<file path="config.mk">
export PLATFORM = sky130hd
export DESIGN_NAME = demux_stream_1ton
export DESIGN_NICKNAME = d
export VERILOG_FILES = /design/src/rtl/demux_stream_1ton.sv
export SDC_FILE = /design/constraint.sdc
export NUM_CORES = 1
export LEC_CHECK = 0
export ABC_CLOCK_PERIOD_IN_PS = 2000
export CAP_MARGIN = 15
export CORE_UTILIZATION = 44
export DETAILED_ROUTE_END_ITERATION = 6
export PLACE_DENSITY = 0.79
export SLEW_MARGIN = 5
export SYNTH_ARGS = -nofsm -noshare
export SYNTH_HDL_FRONTEND = slang
export SYNTH_SLANG_ARGS = --single-unit
export TNS_END_PERCENT = 30
</file>
<file path="constraint.sdc">
create_clock -name clk -period 2 [get_ports clk]
set_input_delay 0.4 -clock clk [delete_from_list [all_inputs] [get_ports clk]]
set_output_delay 0.4 -clock clk [all_outputs]
set_load 0.005 [all_outputs]
</file>
<file path="src/rtl/demux_stream_1ton.sv">
// 1-to-N registered stream demux, addressed or round-robin; beats land one cycle after accept.
// in_ready is combinational on the target channel's free state; out-of-range selects are sunk.
module demux_stream_1ton #(
    parameter int WIDTH = 8,
    parameter int N     = 4,
    parameter int SEL_W = 2
) (
    input  logic                 clk,
    input  logic                 rst_n,
    input  logic                 in_valid,
    output logic                 in_ready,
    input  logic [WIDTH-1:0]     in_data,
    input  logic [SEL_W-1:0]     sel,
    input  logic                 mode,
    output logic [N-1:0]         out_valid,
    input  logic [N-1:0]         out_ready,
    output logic [N*WIDTH-1:0]   out_data,
    output logic [SEL_W-1:0]     rr_ptr,
    output logic                 sel_err
);

    // One extra bit so N itself is representable when N == 2**SEL_W
    localparam logic [SEL_W:0]   N_EXT = (SEL_W+1)'(N);
    localparam logic [SEL_W-1:0] LAST  = SEL_W'(N - 1);

    logic [SEL_W-1:0] tgt;
    logic             tgt_bad;
    logic [N-1:0]     hit;
    logic [N-1:0]     free;
    logic [N-1:0]     wr;
    logic             accept;
    logic             mode_q;
    logic             mode_rise;
    logic [SEL_W-1:0] rr_inc;

    assign tgt     = mode ? rr_ptr : sel;
    assign tgt_bad = ({1'b0, tgt} >= N_EXT);
    assign free    = ~out_valid | out_ready;

    always_comb begin
        hit = '0;
        for (int k = 0; k < N; k++) begin
            hit[k] = (tgt == SEL_W'(k));
        end
    end

    assign in_ready  = tgt_bad | (|(hit & free));
    assign accept    = in_valid & in_ready;
    assign wr        = hit & {N{accept}};
    assign mode_rise = mode & ~mode_q;
    assign rr_inc    = (rr_ptr == LAST) ? '0 : rr_ptr + SEL_W'(1);

    always_ff @(posedge clk or negedge rst_n) begin
        if (!rst_n) begin
            mode_q  <= 1'b0;
            rr_ptr  <= '0;
            sel_err <= 1'b0;
        end else begin
            mode_q  <= mode;
            sel_err <= accept & tgt_bad;
            // Entering scan mode restarts the scan; this wins over the accept increment
            if (mode_rise) begin
                rr_ptr <= '0;
            end else if (accept && mode) begin
                rr_ptr <= rr_inc;
            end
        end
    end

    always_ff @(posedge clk or negedge rst_n) begin
        if (!rst_n) begin
            out_valid <= '0;
            out_data  <= '0;
        end else begin
            for (int k = 0; k < N; k++) begin
                if (wr[k]) begin
                    out_valid[k]               <= 1'b1;
                    out_data[k*WIDTH +: WIDTH] <= in_data;
                end else if (out_ready[k]) begin
                    out_valid[k] <= 1'b0;
                end
            end
        end
    end

endmodule
</file>
==> reports/results.tsv <==
stage	metric	value	unit
outcome	run_status	finished, final reports clean	
synthesis	yosysWarnings	0	
floorplanning	dieHeight	63.0	microns
floorplanning	die_x	63.0	microns
synthesis	number_of_cells_produced_by_synthesis	106	
routing	routedWlPerCell	15.3	microns
setup_path	worst_setup_path_end_kind	register	
setup_path	reg2reg_depth	5	
timing	layout_worst_path_cycle_share	94.3	%
final_layout	num-nets-final	205	
clock_tree	ctsHtreeMaxLevel	2	
synthesis	yosysSeqAreaShare	59.5	%
clock_tree	clockBufferDepth	2	
timing	final-hold-violation-count	0	
routing	remaining_drc_errors	0	
setup_path	critPathArrivalTime	2.05	ns
floorplanning	core.rowCount	21	
synthesis	yosysUniqueCellTypes	24	
routing	vias	1152	
placement	detailed_place_hpwl	2580	microns
timing	finalClockSkew	0.00196	ns
timing	maximum_operating_frequency	0.530	GHz
clock_tree	cts_tree	done	
synthesis	postSynthNetCount	125	
final_layout	multi_input_comb_area	634	sq um
final_layout	sequential_cell_area	977	sq um
routing	routed_via_density	4.99	
final_layout	finalInstanceArea	2450	sq um
final_layout	utilization	71.1	%
placement	gp_congestion	0.774	
power_and_ir_drop	design_power_total	3410	uW
placement	dpl-instance-area	2350	sq um
power_and_ir_drop	max-vdd-ir-drop	823	uV
floorplanning	core_area	3440	sq um
routing	drt_pre_antenna_iters	4	
floorplanning	floorplan.initialDensity	47.6	%
setup_path	worstSetupPathType	primary input to register	
final_layout	final_layout_size_suffix_gt1_share	35.7	%
final_layout	number_of_fill_cells_in_the_layout	240	
setup_path	startpoint_kind_of_the_worst_setup_timing_path	primary input	
power_and_ir_drop	power.internal	2500	uW
floorplanning	floorplan.die_area	3970	sq um
timing	final.min_clock_period	1.89	ns
clock_tree	insertion_delay	0.27	ns
final_layout	n_antenna_cell	0	
power_and_ir_drop	cellPowerDensity	1390	nW/um^2
timing	rsz_0062_raised_after_global_routing	no	
global_routing	antenna_found_initial	0	
power_and_ir_drop	p_seq_share	40.4	%
routing	drt_wl_total	3540	microns
synthesis	synth.avg_cell_area	15.5	sq um
power_and_ir_drop	p_sw_share	26.8	%
hold_path	class_of_the_most_critical_hold_timing_path	primary input to asynchronous set/reset pin	
power_and_ir_drop	p_comb_share	46.0	%
global_routing	largest_net_degree_at_the_start_of_global_routing	40	
synthesis	synth-seq-cells	39	
timing	slew_violations	0	
power_and_ir_drop	pwr-share-clk	13.5	%
global_routing	grt_pass1_vias	1292	
setup_path	required	2.16	ns
synthesis	cell_area_after_synthesis	1640	sq um
setup_path	worst-r2r-setup-slack	0.22	ns
routing	first_iter_violations	38	
clock_tree	cts_clock_pin_slew_for_the_worst_setup_and_hold_paths	0.07	ns
clock_tree	numClockSinks	39	
global_routing	groute.usage.overall	20.5	%
global_routing	overflow	0	
global_routing	grt_pass1_wl	6180	microns
final_layout	syn_to_final_growth	49.4	%
power_and_ir_drop	switchingPower	912	uW
clock_tree	cts-root-buf	sky130_fd_sc_hd__clkbuf_8	
timing	finalSetupViolCount	0	
clock_tree	cts_hold_buf	0	
floorplanning	floorplan.io_pins	58	
setup_path	critical_path_peak_fanout	9	
clock_tree	tritoncts.num_buffers	5	
flow_run	max-cap-violations	0	
placement	port-buffer-count	56	
routing	drtAntennaViolNets	0	
power_and_ir_drop	leakagePower	0.00111	uW
-- synth_stat cells, drive strengths merged --
library cell,count,area share [%]
inv,2,0.46
ha,1,0.76
dfrtp,39,60
mux2,32,24
mux2i,5,4.0
nand2b,5,1.9
o22ai,1,0.38
nand4,2,1.1
nand2,7,1.8
nand3,2,0.92
conb,1,0.23
o221ai,2,1.1
buf,3,1.8
and2b,1,0.46
or3b,1,0.53
nand3b,1,0.69
nor3b,1,0.46
-- area by class of cell --
class / instances / area share, %
Clock buffer: 6 / 2.96
Sequential cell: 39 / 39.9
Timing Repair Buffer: 76 / 28.6
Inverter: 2 / 0.307
Tap cell: 46 / 2.35
Multi-Input combinational cell: 62 / 25.9
-- layer usage --
layer	up-vias	part of all wire, %	track usage [%]
li1	532	-	-
met1	568	45	26.2
met3	7	6.8	7.30
met5	-	0	0
met2	45	47	32.5
met4	0	1.1	5.81
-- kinds of logic after synthesis --
kind of cell               Yosys count  synth area share, %
adders and majority gates            1                0.763
buffers and inverters                5                 2.29
DFF                                 39                 59.5
and+or+nand+nor                     20                 7.86
AOI/OAI and AO/OA                    3                 1.45
muxes                               37                 27.9
other                                1                0.229
-- registers in the layout, indices dropped and copies added (netlist names) --
| register | cells |
|---|---|
| out_valid | 4 |
| mode_q | 1 |
| rr_ptr | 2 |
| out_data | 32 |
-- worst paths after layout --
check / from / end
min: rst_n / out_data[15]
max in group asynchronous: rst_n / rr_ptr[0]
max: sel[1] / out_data[11]
min in group clk: mode / mode_q
min reg2reg: out_data[21] / out_data[21]
max reg2reg: rr_ptr[1] / out_data[11]
-- layout by cell type, fill, tap and decap left out --
| master | netlist | final |
|---|---|---|
| sky130_fd_sc_hd__and2b_1 | 1 | 1 |
| sky130_fd_sc_hd__buf_2 | 0 | 2 |
| sky130_fd_sc_hd__buf_4 | 1 | 20 |
| sky130_fd_sc_hd__clkbuf_1 | 0 | 1 |
| sky130_fd_sc_hd__clkbuf_8 | 0 | 5 |
| sky130_fd_sc_hd__clkdlybuf4s15_1 | 0 | 1 |
| sky130_fd_sc_hd__clkdlybuf4s50_1 | 0 | 52 |
| sky130_fd_sc_hd__conb_1 | 1 | 1 |
| sky130_fd_sc_hd__dfrtp_1 | 39 | 38 |
| sky130_fd_sc_hd__dfrtp_2 | 0 | 1 |
| sky130_fd_sc_hd__dlygate4sd2_1 | 0 | 1 |
| sky130_fd_sc_hd__ha_1 | 1 | 1 |
| sky130_fd_sc_hd__inv_1 | 2 | 2 |
| sky130_fd_sc_hd__mux2_2 | 24 | 24 |
| sky130_fd_sc_hd__mux2_4 | 8 | 8 |
| sky130_fd_sc_hd__mux2i_1 | 3 | 3 |
| sky130_fd_sc_hd__mux2i_4 | 1 | 2 |
| sky130_fd_sc_hd__nand2_1 | 6 | 6 |
| sky130_fd_sc_hd__nand2_2 | 1 | 1 |
| sky130_fd_sc_hd__nand2b_1 | 5 | 5 |
| sky130_fd_sc_hd__nand3_1 | 1 | 1 |
| sky130_fd_sc_hd__nand3_2 | 1 | 1 |
| sky130_fd_sc_hd__nand3b_2 | 1 | 1 |
| sky130_fd_sc_hd__nand4_1 | 1 | 1 |
| sky130_fd_sc_hd__nand4_2 | 1 | 1 |
| sky130_fd_sc_hd__nor3b_1 | 1 | 1 |
| sky130_fd_sc_hd__o221ai_1 | 2 | 2 |
| sky130_fd_sc_hd__o22ai_1 | 1 | 1 |
| sky130_fd_sc_hd__or3b_1 | 1 | 1 |
-- worst max-delay path, stage by stage --
cell and delay [ns]:
sky130_fd_sc_hd__clkdlybuf4s50_1 0.44, sky130_fd_sc_hd__mux2i_4 0.22, sky130_fd_sc_hd__nand2_2 0.09, sky130_fd_sc_hd__or3b_1 0.38
sky130_fd_sc_hd__buf_4 0.21, sky130_fd_sc_hd__mux2_4 0.31
-- stage by stage --
stage                     setup TNS [ns]  setup WS, ns  cells  hold slack, ns
after floorplan                        0         0.204    106           0.104
after global placement            -11.16        -0.510    222           0.470
after CTS                              0       0.00944    230           0.179
final                                  0         0.114    231           0.171
after global routing                   0        0.0493    231           0.202
after detailed placement          -13.18        -0.573    222           0.479
-- power by group through the flow --
stage | clock network [uW] | logic, uW | registers [uW]
4_1_cts | 478 | 1560 | 1390
6_report | 461 | 1570 | 1380
3_5_place_dp | 0 | 1550 | 1390
3_3_place_gp | 0 | 1510 | 1370
2_1_floorplan | 0 | 545 | 1400
5_1_grt | 514 | 1680 | 1430
-- timing repair --
action                                  CTS  global route
endpoints found under the setup margin   26             1
resized for setup                         6             4
buffers inserted                          2             1
Note: power is estimated with default switching activity, not from simulation.
